$ cat src/rtl/bp_spi_trace_master_if.sv
// Record, SPI and result signals shared between the trace master and the host/predictor side.
// The master modport is the view taken by bp_spi_trace_master itself.
interface bp_spi_trace_master_if #(
   parameter int ADDR_BITS = 16
);
   logic                 in_valid;
   logic                 in_ready;
   logic                 in_dir;
   logic [ADDR_BITS-1:0] in_addr;
   logic                 spi_cs_n;
   logic                 spi_sclk;
   logic                 spi_mosi;
   logic                 pred_ready_in;
   logic                 prediction_in;
   logic                 res_valid;
   logic                 res_pred;
   logic                 res_timeout;
   logic                 busy;

   modport master (
      input  in_valid, in_dir, in_addr, pred_ready_in, prediction_in,
      output in_ready, spi_cs_n, spi_sclk, spi_mosi, res_valid, res_pred, res_timeout, busy
   );

   modport slave (
      output in_valid, in_dir, in_addr, pred_ready_in, prediction_in,
      input  in_ready, spi_cs_n, spi_sclk, spi_mosi, res_valid, res_pred, res_timeout, busy
   );
endinterface

$ cat src/rtl/bp_spi_trace_master.sv
// SPI mode-0 initiator: sends one {dir, addr} trace frame MSB first, releases CS,
// then waits a bounded time for the predictor's pred_ready strobe and reports the result.
module bp_spi_trace_master #(
   parameter int ADDR_BITS      = 16,
   parameter int SCLK_DIV       = 4,
   parameter int TIMEOUT_CYCLES = 64
) (
   input  logic                     clk,
   input  logic                     rst_n,
   bp_spi_trace_master_if.master    bus
);
   localparam int FRAME_BITS = ADDR_BITS + 1;
   localparam int BIT_W      = $clog2(FRAME_BITS + 1);

   localparam logic [7:0]       DIV_LAST  = 8'(SCLK_DIV - 1);
   localparam logic [15:0]      TO_LAST   = 16'(TIMEOUT_CYCLES - 1);
   localparam logic [BIT_W-1:0] BITS_DONE = BIT_W'(FRAME_BITS);

   typedef enum logic [2:0] {
      ST_IDLE      = 3'd0,
      ST_SETUP     = 3'd1,
      ST_SHIFT     = 3'd2,
      ST_HOLD      = 3'd3,
      ST_WAIT_PRED = 3'd4,
      ST_REPORT    = 3'd5
   } state_t;

   state_t               state_r, state_s;
   logic [7:0]           div_cnt_r, div_cnt_s;
   logic [BIT_W-1:0]     bit_cnt_r, bit_cnt_s;
   logic [15:0]          to_cnt_r, to_cnt_s;
   logic [ADDR_BITS-1:0] shreg_r, shreg_s;
   logic                 sclk_r, sclk_s;
   logic                 mosi_r, mosi_s;
   logic                 res_valid_r, res_valid_s;
   logic                 res_pred_r, res_pred_s;
   logic                 res_timeout_r, res_timeout_s;
   logic                 cs_n_r, in_ready_r, busy_r;
   logic                 accept_s, div_end_s, timeout_s;

   // The direction bit goes straight to mosi at accept; the shift register only holds the address.
   assign accept_s  = (state_r == ST_IDLE) && bus.in_valid && in_ready_r;
   assign div_end_s = (div_cnt_r == DIV_LAST);
   assign timeout_s = (to_cnt_r == TO_LAST);

   // State register
   always_ff @(posedge clk or negedge rst_n) begin
      if (!rst_n) begin
         state_r <= ST_IDLE;
      end else begin
         state_r <= state_s;
      end
   end

   // Next-state decode
   always_comb begin
      state_s = state_r;
      case (state_r)
         ST_IDLE: begin
            if (accept_s) state_s = ST_SETUP;
            else          state_s = ST_IDLE;
         end
         ST_SETUP: begin
            if (div_end_s) state_s = ST_SHIFT;
            else           state_s = ST_SETUP;
         end
         ST_SHIFT: begin
            if (div_end_s && !sclk_r && (bit_cnt_r == BITS_DONE)) state_s = ST_HOLD;
            else                                                  state_s = ST_SHIFT;
         end
         ST_HOLD: begin
            if (div_end_s) state_s = ST_WAIT_PRED;
            else           state_s = ST_HOLD;
         end
         ST_WAIT_PRED: begin
            if (bus.pred_ready_in || timeout_s) state_s = ST_REPORT;
            else                                state_s = ST_WAIT_PRED;
         end
         ST_REPORT: state_s = ST_IDLE;
         default:   state_s = ST_IDLE;
      endcase
   end

   // Datapath and output next values
   always_comb begin
      div_cnt_s     = div_cnt_r;
      bit_cnt_s     = bit_cnt_r;
      to_cnt_s      = to_cnt_r;
      shreg_s       = shreg_r;
      sclk_s        = sclk_r;
      mosi_s        = mosi_r;
      res_valid_s   = 1'b0;
      res_pred_s    = res_pred_r;
      res_timeout_s = res_timeout_r;
      case (state_r)
         ST_IDLE: begin
            if (accept_s) begin
               shreg_s   = bus.in_addr;
               mosi_s    = bus.in_dir;
               div_cnt_s = 8'd0;
               bit_cnt_s = '0;
            end else begin
               sclk_s = 1'b0;
               mosi_s = 1'b0;
            end
         end
         ST_SETUP: begin
            if (div_end_s) begin
               div_cnt_s = 8'd0;
               sclk_s    = 1'b1;
            end else begin
               div_cnt_s = div_cnt_r + 8'd1;
            end
         end
         ST_SHIFT: begin
            if (!div_end_s) begin
               div_cnt_s = div_cnt_r + 8'd1;
            end else if (sclk_r) begin
               // Falling edge: present the next bit; zeros shift in, so mosi ends at 0.
               div_cnt_s = 8'd0;
               sclk_s    = 1'b0;
               mosi_s    = shreg_r[ADDR_BITS-1];
               shreg_s   = shreg_r << 1;
               bit_cnt_s = bit_cnt_r + 1'b1;
            end else if (bit_cnt_r == BITS_DONE) begin
               div_cnt_s = 8'd0;
               mosi_s    = 1'b0;
            end else begin
               div_cnt_s = 8'd0;
               sclk_s    = 1'b1;
            end
         end
         ST_HOLD: begin
            if (div_end_s) begin
               div_cnt_s = 8'd0;
               to_cnt_s  = 16'd0;
            end else begin
               div_cnt_s = div_cnt_r + 8'd1;
            end
         end
         ST_WAIT_PRED: begin
            if (bus.pred_ready_in) begin
               res_valid_s   = 1'b1;
               res_pred_s    = bus.prediction_in;
               res_timeout_s = 1'b0;
            end else if (timeout_s) begin
               res_valid_s   = 1'b1;
               res_pred_s    = 1'b0;
               res_timeout_s = 1'b1;
            end else begin
               to_cnt_s = to_cnt_r + 16'd1;
            end
         end
         ST_REPORT: res_valid_s = 1'b0;
         default: begin
            sclk_s = 1'b0;
            mosi_s = 1'b0;
         end
      endcase
   end

   // Datapath and registered outputs; handshake flags follow the upcoming state
   always_ff @(posedge clk or negedge rst_n) begin
      if (!rst_n) begin
         div_cnt_r     <= 8'd0;
         bit_cnt_r     <= '0;
         to_cnt_r      <= 16'd0;
         shreg_r       <= '0;
         sclk_r        <= 1'b0;
         mosi_r        <= 1'b0;
         res_valid_r   <= 1'b0;
         res_pred_r    <= 1'b0;
         res_timeout_r <= 1'b0;
         cs_n_r        <= 1'b1;
         in_ready_r    <= 1'b1;
         busy_r        <= 1'b0;
      end else begin
         div_cnt_r     <= div_cnt_s;
         bit_cnt_r     <= bit_cnt_s;
         to_cnt_r      <= to_cnt_s;
         shreg_r       <= shreg_s;
         sclk_r        <= sclk_s;
         mosi_r        <= mosi_s;
         res_valid_r   <= res_valid_s;
         res_pred_r    <= res_pred_s;
         res_timeout_r <= res_timeout_s;
         cs_n_r        <= !((state_s == ST_SETUP) || (state_s == ST_SHIFT));
         in_ready_r    <= (state_s == ST_IDLE);
         busy_r        <= (state_s != ST_IDLE);
      end
   end

   assign bus.in_ready    = in_ready_r;
   assign bus.spi_cs_n    = cs_n_r;
   assign bus.spi_sclk    = sclk_r;
   assign bus.spi_mosi    = mosi_r;
   assign bus.res_valid   = res_valid_r;
   assign bus.res_pred    = res_pred_r;
   assign bus.res_timeout = res_timeout_r;
   assign bus.busy        = busy_r;
endmodule
$ cat src/flat_wrapper.sv
// flat-port wrapper written by rule: the top's interface ports become plain ports
module bp_spi_trace_master_flat 
#(
   parameter int ADDR_BITS      = 16,
   parameter int SCLK_DIV       = 4,
   parameter int TIMEOUT_CYCLES = 64
)
  (clk, rst_n, bus_in_valid, bus_in_dir, bus_in_addr, bus_pred_ready_in, bus_prediction_in, bus_in_ready, bus_spi_cs_n, bus_spi_sclk, bus_spi_mosi, bus_res_valid, bus_res_pred, bus_res_timeout, bus_busy);
  bp_spi_trace_master_if #(.ADDR_BITS(ADDR_BITS)) bus_i ();
  input  logic clk;
  input  logic rst_n;
  input wire logic [$bits(bus_i.in_valid)-1:0] bus_in_valid;
  input wire logic [$bits(bus_i.in_dir)-1:0] bus_in_dir;
  input wire logic [$bits(bus_i.in_addr)-1:0] bus_in_addr;
  input wire logic [$bits(bus_i.pred_ready_in)-1:0] bus_pred_ready_in;
  input wire logic [$bits(bus_i.prediction_in)-1:0] bus_prediction_in;
  output wire logic [$bits(bus_i.in_ready)-1:0] bus_in_ready;
  output wire logic [$bits(bus_i.spi_cs_n)-1:0] bus_spi_cs_n;
  output wire logic [$bits(bus_i.spi_sclk)-1:0] bus_spi_sclk;
  output wire logic [$bits(bus_i.spi_mosi)-1:0] bus_spi_mosi;
  output wire logic [$bits(bus_i.res_valid)-1:0] bus_res_valid;
  output wire logic [$bits(bus_i.res_pred)-1:0] bus_res_pred;
  output wire logic [$bits(bus_i.res_timeout)-1:0] bus_res_timeout;
  output wire logic [$bits(bus_i.busy)-1:0] bus_busy;
  assign bus_i.in_valid = bus_in_valid;
  assign bus_i.in_dir = bus_in_dir;
  assign bus_i.in_addr = bus_in_addr;
  assign bus_i.pred_ready_in = bus_pred_ready_in;
  assign bus_i.prediction_in = bus_prediction_in;
  assign bus_in_ready = bus_i.in_ready;
  assign bus_spi_cs_n = bus_i.spi_cs_n;
  assign bus_spi_sclk = bus_i.spi_sclk;
  assign bus_spi_mosi = bus_i.spi_mosi;
  assign bus_res_valid = bus_i.res_valid;
  assign bus_res_pred = bus_i.res_pred;
  assign bus_res_timeout = bus_i.res_timeout;
  assign bus_busy = bus_i.busy;
  bp_spi_trace_master #(.ADDR_BITS(ADDR_BITS), .SCLK_DIV(SCLK_DIV), .TIMEOUT_CYCLES(TIMEOUT_CYCLES)) u_core (.clk(clk), .rst_n(rst_n), .bus(bus_i));
endmodule
$ cat config.mk
export PLATFORM = sky130hd
export DESIGN_NAME = bp_spi_trace_master_flat
export DESIGN_NICKNAME = d
export VERILOG_FILES = /design/src/rtl/bp_spi_trace_master_if.sv /design/src/rtl/bp_spi_trace_master.sv /design/src/flat_wrapper.sv
export SDC_FILE = /design/constraint.sdc
export NUM_CORES = 1
export LEC_CHECK = 0
export ABC_AREA = 1
export ABC_CLOCK_PERIOD_IN_PS = 1700
export BUFFER_PORTS_ARGS = -buffer_cell sky130_fd_sc_hd__buf_2
export CELL_PAD_IN_SITES_DETAIL_PLACEMENT = 1
export CELL_PAD_IN_SITES_GLOBAL_PLACEMENT = 1
export CORE_MARGIN = 4
export CORE_UTILIZATION = 45
export CTS_BUF_LIST = sky130_fd_sc_hd__clkbuf_4 sky130_fd_sc_hd__clkbuf_8
export DETAILED_ROUTE_END_ITERATION = 8
export GPL_TIMING_DRIVEN = 1
export PLACE_DENSITY_LB_ADDON = 0.1
export SLEW_MARGIN = 20
export SYNTH_ARGS = -nofsm -noshare
export SYNTH_HDL_FRONTEND = slang
export SYNTH_SLANG_ARGS = --single-unit
$ cat constraint.sdc
create_clock -name clk -period 1.7 [get_ports clk]
set_input_delay 0.34 -clock clk [delete_from_list [all_inputs] [get_ports clk]]
set_output_delay 0.34 -clock clk [all_outputs]
set_load 0.005 [all_outputs]
==> impl_results.md, run 1 <==
* Sw Share at 23.5%
* Mapped cell area at 3210 sq um
* CTS root buf: clkbuf_8
* Fillers at 902
* Yosys warns at 0
* Final hold vios at 0
* Final Skew at between 0.009 and 0.01 ns
* PD cells at 575 nW/um^2
* Starting Density at 46.7%
* Internal Dissipation at 1.66 mW
* Remaining antenna violation count after routing at 0
* Area growth syn-to-layout at 17.3%
* Final period util at a little over nine tenths
* Cell variety after synth at 36
* Setup WS pre-CTS at -0.00127 ns
* WL final at 7.97 mm
* HP Class: in -> async
* Post-synth EDFFs at 0
* Mapped Nets at ~440
* Worst EP arrival at 1.89 ns
* FF+latch count, synth at 56
* GPL Wtd Cong at ~0.85
* CP max FO at 8
* Pwr Total at roughly 2.2 mW
* Post-DP HPWL at 5.67 mm
* Comb power frac at 3.5%
* Run status: complete, no violations
* Synth async-reset ratio at between 90% and 100%
* Global-route wire length before repair at 13.5 mm
* Post-synth top area cell: dfrtp_1
* TritonRoute pass-1 iters at 4
* Cells after DPL at 540
* Total CTS buffers at 5
* Most frequent cell after synthesis: nand2_1
* Core region area at 6870 sq um
* Drt wl/cell at about 14 um
* TNS Setup at 0 ns
* Vias in the first global route at 2969
* Initial antenna violation count at 0
* H-tree lvl count at 2
* CTS tree: yes
* M1 wire length at 3.64 mm
* Die width at around 92 um
* Boundary Pins at 30
* Share of cells above drive strength 1 at 24.3%
* Max_cap viols at 0
* Diodes inserted at 0
* Die span in y at 92.4 um
* Fmax at 601 MHz
* Dominant synthesized flop cell: dfrtp_1
* Post-Layout Inst Area at around 3800 sq um
* Power share of the clock group at 35.0%
* Slew HR at between 60% and 70%
* Critical Path End Type: register
* DP Area at 3490 sq um
* # nets final at 490
* Final setup vio count at 0
* Met2 routed WL at ~4.1 mm
* Worst hold slack at about 0.012 ns
* Pleak at around 1.9 nW
* Fin crit period at 1.66 ns
* Setup ws final at roughly 0.037 ns
* Routed met3 length at 213 um
* Worst-path clk slew at between 0.1 and 0.15 ns
* Pin count of the biggest net entering global routing at 36
* # DRC at 0
* Startpoint types: register
* Grt total ovfl at 0
* Port bufs at 29
* Flop pwr share at 61.5%
* Critical setup path kind: reg -> reg
* Initial DRC count at 84
* Clk buf depth at 2
* Slew Limit Fails at 0
* Critical Path RT at 1.93 ns
* Full die area at 8540 sq um
* Max IR drop VDD at roughly 0.3 mV
* Synthesized instance count at 413
* GRT Total Usage at roughly 19%
* Via count at approximately 2800
* Finished Layout Cells at 561
* Synth top area cells: dfrtp_1 (42%), nand2_1 (15%), inv_1 (5.0%)
* Top Metal Used: met4
* Worst-Margin Slew at between 0.5 and 0.6 ns
* CTS sink count at 56
* Row Count at 30
* Number of hold buffers added after cts at 0
* Leading post-synthesis cells by instance count: nand2_1 (128), dfrtp_1 (54), inv_1 (43), nor2_1 (43), nand3_1 (27)
* Synth top area share at 42.1%
* Fin util at 54.8%
* Synthesized area per cell at approximately 8 sq um
* Via density at 5.01
* Clk Latency, worst-skew pair at 0.32 ns
* Post-synthesis sequential area ratio at 43.8%
* Sw power at 509 uW
area by class of cell:
class	instances	area (sq um)	area share [%]
clock buffer	5	68.8	1.83
clock inverter	3	23.8	0.632
inverter	47	189	5.02
multi-input combinational	301	1600	42.6
sequential	56	1410	37.4
tap	96	120	3.19
timing repair buffer	53	350	9.31
flip-flops by register name, indices dropped and copies added (netlist names):
name / count
u_core.to_cnt_r: 16
u_core.bus.spi_cs_n: 1
u_core.bus.res_timeout: 1
u_core.bus.busy: 1
u_core.bus.res_valid: 1
u_core.bus.in_ready: 1
u_core.bus.spi_sclk: 1
u_core.div_cnt_r: 8
u_core.state_r: 3
u_core.bus.res_pred: 1
u_core.shreg_r: 16
u_core.bus.spi_mosi: 1
u_core.bit_cnt_r: 5
metal layers:
layer | GRT usage, % | vias up
met2 | 33.4 | 27
met1 | 25.0 | 1363
met3 | 3.49 | 6
met5 | 0 | -
li1 | - | 1416
met4 | 4.21 | 0
logic make-up after synthesis:
group / Yosys count / share of synthesized area [%]
flip-flops: 56 / 43.8
AND/OR/NAND/NOR: 224 / 31.0
adder cells (fa/ha/maj): 4 / 1.56
AO/OA/AOI/OAI: 58 / 11.5
XOR/XNOR: 14 / 3.82
buffers and inverters: 57 / 8.31
timing repair:
item / 4_1_cts / 5_1_grt
setup endpoints to repair: 3 / 42
pin swaps: 1 / 4
gates resized for setup: 0 / 18
buffers inserted: 4 / 8
gates cloned: 0 / 1
critical path, cell delays in order, from the launching register on:
cell	delay, ns
dfrtp_2	0.49
nor2_2	0.18
nand2_4	0.12
nor2_2	0.13
nand3_2	0.17
nand2_2	0.14
nor2_4	0.05
buf_4	0.15
o21ai_0	0.16
path summary, 6_finish.rpt:
check,start,endpoint,slack [ns],cells past startpoint
hold / removal,rst_n,u_core.shreg_r[10]$_DFFE_PN0P_,0.01,1
hold reg to reg,u_core.shreg_r[15]$_DFFE_PN0P_,u_core.shreg_r[15]$_DFFE_PN0P_,0.50,2
max in group asynchronous,rst_n,u_core.shreg_r[12]$_DFFE_PN0P_,1.12,2
min in group clk,bus_prediction_in,u_core.bus.res_pred$_DFFE_PN0N_,0.27,3
setup reg to reg,u_core.state_r[1]$_DFF_PN0_,u_core.to_cnt_r[6]$_DFFE_PN0P_,0.04,8
setup / recovery,u_core.state_r[1]$_DFF_PN0_,u_core.to_cnt_r[6]$_DFFE_PN0P_,0.04,8
layout by cell type (no fill, tap or decap), types with 2 or more instances in the layout:
| master | n |
|---|---|
| nand4_4 | 2 |
| nor3_1 | 4 |
| xnor2_1 | 2 |
| nand2_4 | 4 |
| xor2_1 | 12 |
| nand3_2 | 3 |
| o22ai_1 | 2 |
| dfstp_2 | 2 |
| a31oi_1 | 2 |
| o21ai_2 | 16 |
| nand3_1 | 26 |
| ha_1 | 4 |
| buf_12 | 2 |
| nor2_1 | 37 |
| nor2_2 | 7 |
| inv_1 | 43 |
| inv_2 | 3 |
| clkbuf_8 | 5 |
| nand2_1 | 125 |
| nand2_2 | 5 |
| nand4_1 | 5 |
| nor2_4 | 2 |
| dfrtp_2 | 2 |
| clkinvlp_4 | 2 |
| o21ai_0 | 25 |
| a21oi_1 | 9 |
| buf_4 | 22 |
| dfrtp_1 | 52 |
| buf_2 | 29 |
power by group through the flow:
stage | clock network, mW | registers (mW) | logic (mW)
6_report | 0.757 | 1.33 | 0.0760
5_1_grt | 0.845 | 1.33 | 0.0883
4_1_cts | 0.785 | 1.33 | 0.0793
3_5_place_dp | 0 | 1.36 | 0.0789
3_3_place_gp | 0 | 1.36 | 0.0776
2_1_floorplan | 0 | 1.36 | 0.0131
Power figures use the tool's default switching activity.
==> run 2: changes to the inputs <==
MAX_ROUTING_LAYER = met4   (was unset)
==> run 2 against run 1 <==
  * Power rose by 0.23%
  * Clock skew is 0.0020 ns higher
  * Combinational power hardly changed
  * Global-route usage grew 0.57 points
  * Design area is the same
  * Setup slack got worse by 0.0082 ns
==> impl_results.md, run 2 (synthesis results as in run 1) <==
* Run status: complete, no violations
* Row Count at 30 (unchanged)
* Diodes inserted at 0 (unchanged)
* Vias in the first global route at 2965 (-0.13%)
* Grt total ovfl at 0 (unchanged)
* Pwr Total at 2.17 mW (+0.23%)
* R2R setup slack at 0.03 ns (about the same)
* FF-to-FF End: u_core.to_cnt_r[6]$_DFFE_PN0P_
* Die span in y at 92.4 um (unchanged)
* Critical setup path kind: reg -> reg
* Final setup vio count at 0 (unchanged)
* # nets final at 490 (unchanged)
* Initial DRC count at 93 (+11%)
* Boundary Pins at 30 (unchanged)
* Biggest regs: u_core.shreg_r (16), u_core.to_cnt_r (16), u_core.div_cnt_r (8)
* H-tree lvl count at 2 (unchanged)
* Max IR drop VDD at 0.304 mV (+1.1%)
* Pleak at 1.87 nW (unchanged)
* TritonRoute pass-1 iters at 6 (+2)
* CTS sink count at 56 (unchanged)
* Share of cells above drive strength 1 at 24.3% (unchanged)
* GRT Total Usage at 19.8% (+0.57 points)
* GPL Wtd Cong at 0.859 (+1.6%)
* Drt wl/cell at 14.3 um (+0.36%)
* WL final at 8.00 mm (+0.36%)
* DP Area at 3490 sq um (unchanged)
* Fin util at 54.8% (unchanged)
* Critical Path RT at 1.93 ns (about the same)
* Starting Density at 46.7% (unchanged)
* Worst-path clk slew at 0.11 ns (about the same)
* Remaining antenna violation count after routing at 0 (unchanged)
* Worst-Margin Slew at 0.575 ns (-0.00000221 ns)
* # DRC at 0 (unchanged)
* Worst r2r src: u_core.state_r[1]$_DFF_PN0_
* Post-Layout Inst Area at 3760 sq um (unchanged)
* Commonest non-fill, non-tap cell in the layout: nand2_1
* Final Skew at 0.0116 ns (+0.00196 ns)
* Clk buf depth at 2 (unchanged)
* Via density at 5.01 (unchanged)
* Area growth syn-to-layout at 17.3% (unchanged)
* Post-DP HPWL at 5.67 mm (unchanged)
* Core region area at 6870 sq um (unchanged)
* PD cells at 577 nW/um^2 (+0.23%)
* Worst reg2reg path depth at 8 (unchanged)
* Critical Path End Type: register
* CP max FO at 8 (unchanged)
* Startpoint types: register
* Global-route wire length before repair at 13.5 mm (+0.21%)
* Via count at 2812 (unchanged)
* Slew Limit Fails at 0 (unchanged)
* Commonest non-fill, non-tap cells in the layout: nand2_1 (125), dfrtp_1 (52), inv_1 (43)
* Total CTS buffers at 5 (unchanged)
* CTS root buf: clkbuf_8
* Full die area at 8540 sq um (unchanged)
* Clk Latency, worst-skew pair at 0.32 ns (about the same)
* Worst EP arrival at 1.90 ns (about the same)
* Final period util at 98.3% (+0.48 points)
* HP Class: in -> async
* Max_cap viols at 0 (unchanged)
* Pin count of the biggest net entering global routing at 36 (unchanged)
* Fillers at 902 (unchanged)
* Fin crit period at 1.67 ns (+0.00816 ns)
* Final hold vios at 0 (unchanged)
* Initial antenna violation count at 0 (unchanged)
* Fmax at 598 MHz (-0.49%)
* Port bufs at 29 (unchanged)
* Number of hold buffers added after cts at 0 (unchanged)
* CTS tree: yes
* Die width at 92.4 um (unchanged)
* Worst hold slack at 0.00792 ns (-0.00374 ns)
* Slew HR at 61.7% (about the same)
==> run 2: final cells by class <==
class	count	area, sq um	share of cell area [%]
multi-input cells	301	1600	42.6
repair buffers	53	350	9.31
clock buffers	5	68.8	1.83
flip-flops and latches	56	1410	37.4
clock inverters	3	23.8	0.632
well taps	96	120	3.19
inverters	47	189	5.02
==> run 2: what timing repair did <==
| item | CTS | global route |
|---|---|---|
| buffers inserted | 4 | 8 |
| pin swaps | 1 | 4 |
| hold endpoints to repair | 0 | 0 |
| gates resized for setup | 0 | 18 |
| setup endpoints to repair | 3 | 42 |
| gates cloned | 0 | 1 |
==> run 2: power breakdown <==
part	switching, mW	total (mW)	internal (mW)
clock network	0.469	0.762	0.293
registers	0	1.33	1.33
logic	0.0445	0.0759	0.0314
==> run 2: stage by stage <==
step / instances / setup WS (ns) / TNS, ns
6_report: 561 / 0.0289 / 0
5_1_grt: 561 / -0.0756 / -0.505
4_1_cts: 552 / 0.00104 / 0
3_5_place_dp: 540 / -0.00127 / -0.00127
3_3_place_gp: 540 / 0.0502 / 0
2_1_floorplan: 413 / 0.178 / 0
==> run 2: worst max path at each step <==
stage                                    startpoint                             end  slack, ns
finish                  u_core.state_r[1]$_DFF_PN0_  u_core.to_cnt_r[6]$_DFFE_PN0P_       0.03
global route         u_core.to_cnt_r[0]$_DFFE_PN0P_  u_core.to_cnt_r[6]$_DFFE_PN0P_      -0.08
CTS                  u_core.to_cnt_r[0]$_DFFE_PN0P_  u_core.to_cnt_r[6]$_DFFE_PN0P_      0.001
detailed placement   u_core.to_cnt_r[0]$_DFFE_PN0P_  u_core.to_cnt_r[6]$_DFFE_PN0P_     -0.001
global placement     u_core.to_cnt_r[0]$_DFFE_PN0P_  u_core.to_cnt_r[0]$_DFFE_PN0P_       0.05
floorplan           u_core.div_cnt_r[0]$_DFFE_PN0P_   u_core.shreg_r[0]$_DFFE_PN0P_       0.18
==> run 2: routing by layer <==
| layer | track usage, % | vias to the layer above | wire (um) |
|---|---|---|---|
| li1 | - | 1419 | - |
| met1 | 25.3 | 1354 | 3670 |
| met2 | 33.4 | 35 | 4050 |
| met3 | 3.17 | 4 | 217 |
| met4 | 4.21 | 0 | 57 |
| met5 | - | - | 0 |
==> run 2: worst max-delay path, cell delays in order, from the launching register on <==
cell and delay [ns]:
dfrtp_2 0.48, nor2_2 0.18, nand2_4 0.12, nor2_2 0.13
nand3_2 0.17, nand2_2 0.14, nor2_4 0.05, buf_4 0.15
o21ai_0 0.17
==> run 3: changes to the inputs <==
CORE_UTILIZATION = 46   (was 45)
==> run 3 against run 2 <==
  * Critical path depth rose by 1
  * Sequential share of layout area fell by 0.28 points
  * Final cell count fell by 0.36%
  * Worst hold slack got worse by 0.0049 ns
  * Core utilization rose by 1.0 points
  * Register-to-register slack improved by 0.07 ns
  * Power rose by 12%
  * Global-route usage fell by 0.21 points
  * Clock skew fell by 0.0038 ns
  * Combinational power fell by 5.8%
  * Non-clock buffer count did not move
  * Design area rose by 0.76%
  * Critical endpoint is now u_core.to_cnt_r[3]$_DFFE_PN0P_
==> impl_results.md, run 3 (synthesis results as in run 1) <==
* Pin count of the biggest net entering global routing at 57 (+58%)
* Final period util at 94.3% (-4.0 points)
* Setup WS pre-CTS at -0.0213 ns (-0.0200 ns)
* Remaining antenna violation count after routing at 0 (unchanged)
* Share of cells above drive strength 1 at 24.4% (+0.10 points)
* Post-DP HPWL at 5.42 mm (-4.4%)
* Core region area at 6790 sq um (-1.1%)
* Post-Layout Inst Area at 3790 sq um (+0.76%)
* Grt total ovfl at 0 (unchanged)
* GRT Total Usage at 19.6% (-0.21 points)
* Initial DRC count at 133 (+43%)
* Drt wl/cell at 14.1 um (-1.1%)
* CTS root buf: clkbuf_8
* Total CTS buffers at 5 (unchanged)
* Die span in y at 91.5 um (-1.0%)
* Final setup vio count at 0 (unchanged)
* Via count at 2796 (-0.57%)
* WL final at 7.88 mm (-1.5%)
* Worst-Margin Slew at 0.413 ns (-0.162 ns)
* Critical Path RT at 1.95 ns (+0.02 ns)
* Biggest regs: u_core.shreg_r (16), u_core.to_cnt_r (16), u_core.div_cnt_r (8)
* CTS sink count at 56 (unchanged)
* Clk Latency, worst-skew pair at 0.32 ns (about the same)
* Row Count at 30 (unchanged)
* Diodes inserted at 0 (unchanged)
* # nets final at 489 (-0.20%)
* Via density at 5.00 (-0.21%)
* CP max FO at 15 (+7)
* Global-route wire length before repair at 13.2 mm (-2.4%)
* Fillers at 842 (-6.7%)
* Pleak at 1.89 nW (+1.3%)
* Final hold vios at 0 (unchanged)
* TritonRoute pass-1 iters at 6 (unchanged)
* Setup ws final at 0.0972 ns (+0.0684 ns)
* Commonest non-fill, non-tap cell in the layout: nand2_1
* Vias in the first global route at 2909 (-1.9%)
* Boundary Pins at 30 (unchanged)
* Slew Limit Fails at 0 (unchanged)
* # DRC at 0 (unchanged)
* CTS tree: yes
* Commonest non-fill, non-tap cells in the layout: nand2_1 (124), dfrtp_1 (52), inv_1 (43)
* Clk buf depth at 2 (unchanged)
* Fin util at 55.8% (+1.0 points)
* Run status: complete, no violations
* Full die area at 8370 sq um (-2.0%)
* Slew HR at 72.3% (+11 points)
* GPL Wtd Cong at 0.837 (-2.6%)
* HP Class: in -> async
* Die width at 91.5 um (-1.0%)
* H-tree lvl count at 2 (unchanged)
* Fin crit period at 1.60 ns (-0.0684 ns)
* PD cells at 640 nW/um^2 (+11%)
* Startpoint types: register
* Max_cap viols at 0 (unchanged)
* Starting Density at 47.2% (+0.52 points)
* Initial antenna violation count at 0 (unchanged)
* Critical setup path kind: reg -> reg
* DP Area at 3480 sq um (-0.43%)
* Fmax at 624 MHz (+4.3%)
* Port bufs at 29 (unchanged)
* Pwr Total at 2.43 mW (+12%)
* Area growth syn-to-layout at 18.2%
* Max IR drop VDD at 0.343 mV (+13%)
* Critical Path End Type: register
* Worst EP arrival at 1.86 ns (-0.04 ns)
* Worst-path clk slew at 0.09 ns (-0.02 ns)
* Final Skew at 0.00778 ns (-0.00378 ns)
==> run 3: changes by cell type in the layout (fill, tap and decap cells not counted), sizes merged <==
cell / previous run / this run
bufinv: 0 / 2
clkinv: 2 / 1
clkinvlp: 2 / 0
nand4: 8 / 7
==> run 3: critical path, stage by stage, from the launching register on <==
cell	delay, ns
dfrtp_1	0.39
ha_2	0.21
nand3_2	0.13
nor2_2	0.15
nand3_2	0.13
buf_12	0.16
nand4_4	0.09
buf_12	0.14
nand2_1	0.06
nand2_1	0.07
==> run 3: final timing paths <==
| kind | startpoint | to | slack (ns) | cells after the start |
|---|---|---|---|---|
| hold reg to reg | u_core.bus.spi_mosi$_DFFE_PN0P_ | u_core.bus.spi_mosi$_DFFE_PN0P_ | 0.51 | 2 |
| hold / removal | rst_n | u_core.div_cnt_r[3]$_DFFE_PN0P_ | 0.003 | 2 |
| setup reg to reg | u_core.to_cnt_r[1]$_DFFE_PN0P_ | u_core.to_cnt_r[3]$_DFFE_PN0P_ | 0.1 | 9 |
| max in group asynchronous | rst_n | u_core.bus.in_ready$_DFF_PN1_ | 1.38 | 2 |
| setup / recovery | u_core.to_cnt_r[1]$_DFFE_PN0P_ | u_core.to_cnt_r[3]$_DFFE_PN0P_ | 0.1 | 9 |
| min in group clk | bus_prediction_in | u_core.bus.res_pred$_DFFE_PN0N_ | 0.26 | 3 |
==> run 3: timing repair <==
item / CTS / global route
pin swaps: 3 / 5
gates resized for setup: 5 / 15
hold buffers: 0 / 0
buffers inserted: 4 / 10
setup endpoints to repair: 30 / 40
==> run 3: where the power goes <==
part           switching, mW  total (mW)  leakage (nW)  internal, mW
sequential                 0        1.33         0.633          1.33
clock                  0.444        1.02        0.0642         0.580
combinational         0.0428      0.0715          1.19        0.0287
==> run 3: cell type report <==
| type | instances | area, sq um | share of cell area, % |
|---|---|---|---|
| inverter | 47 | 189 | 4.98 |
| clock buffer | 5 | 68.8 | 1.82 |
| clock inverter | 2 | 60.1 | 1.58 |
| multi-input combinational | 300 | 1580 | 41.7 |
| timing repair buffer | 53 | 367 | 9.67 |
| sequential | 56 | 1410 | 37.1 |
| tap | 96 | 120 | 3.17 |
==> run 3: layer usage <==
metal | GRT usage, % | up-vias | share of wire, %
met4 | 5.03 | 0 | 1.2
met1 | 23.6 | 1347 | 44
met3 | 3.81 | 9 | 3.2
li1 | - | 1412 | -
met5 | - | - | 0
met2 | 33.6 | 28 | 51
==> run 3: per-stage QoR <==
step	setup TNS [ns]	hold slack [ns]	cells
after global placement	0	0.369	538
after CTS	0	0.0232	549
after global routing	-0.361	0.0325	559
after detailed placement	-0.0669	0.368	538
final	0	0.00306	559
after floorplan	0	0.0444	413
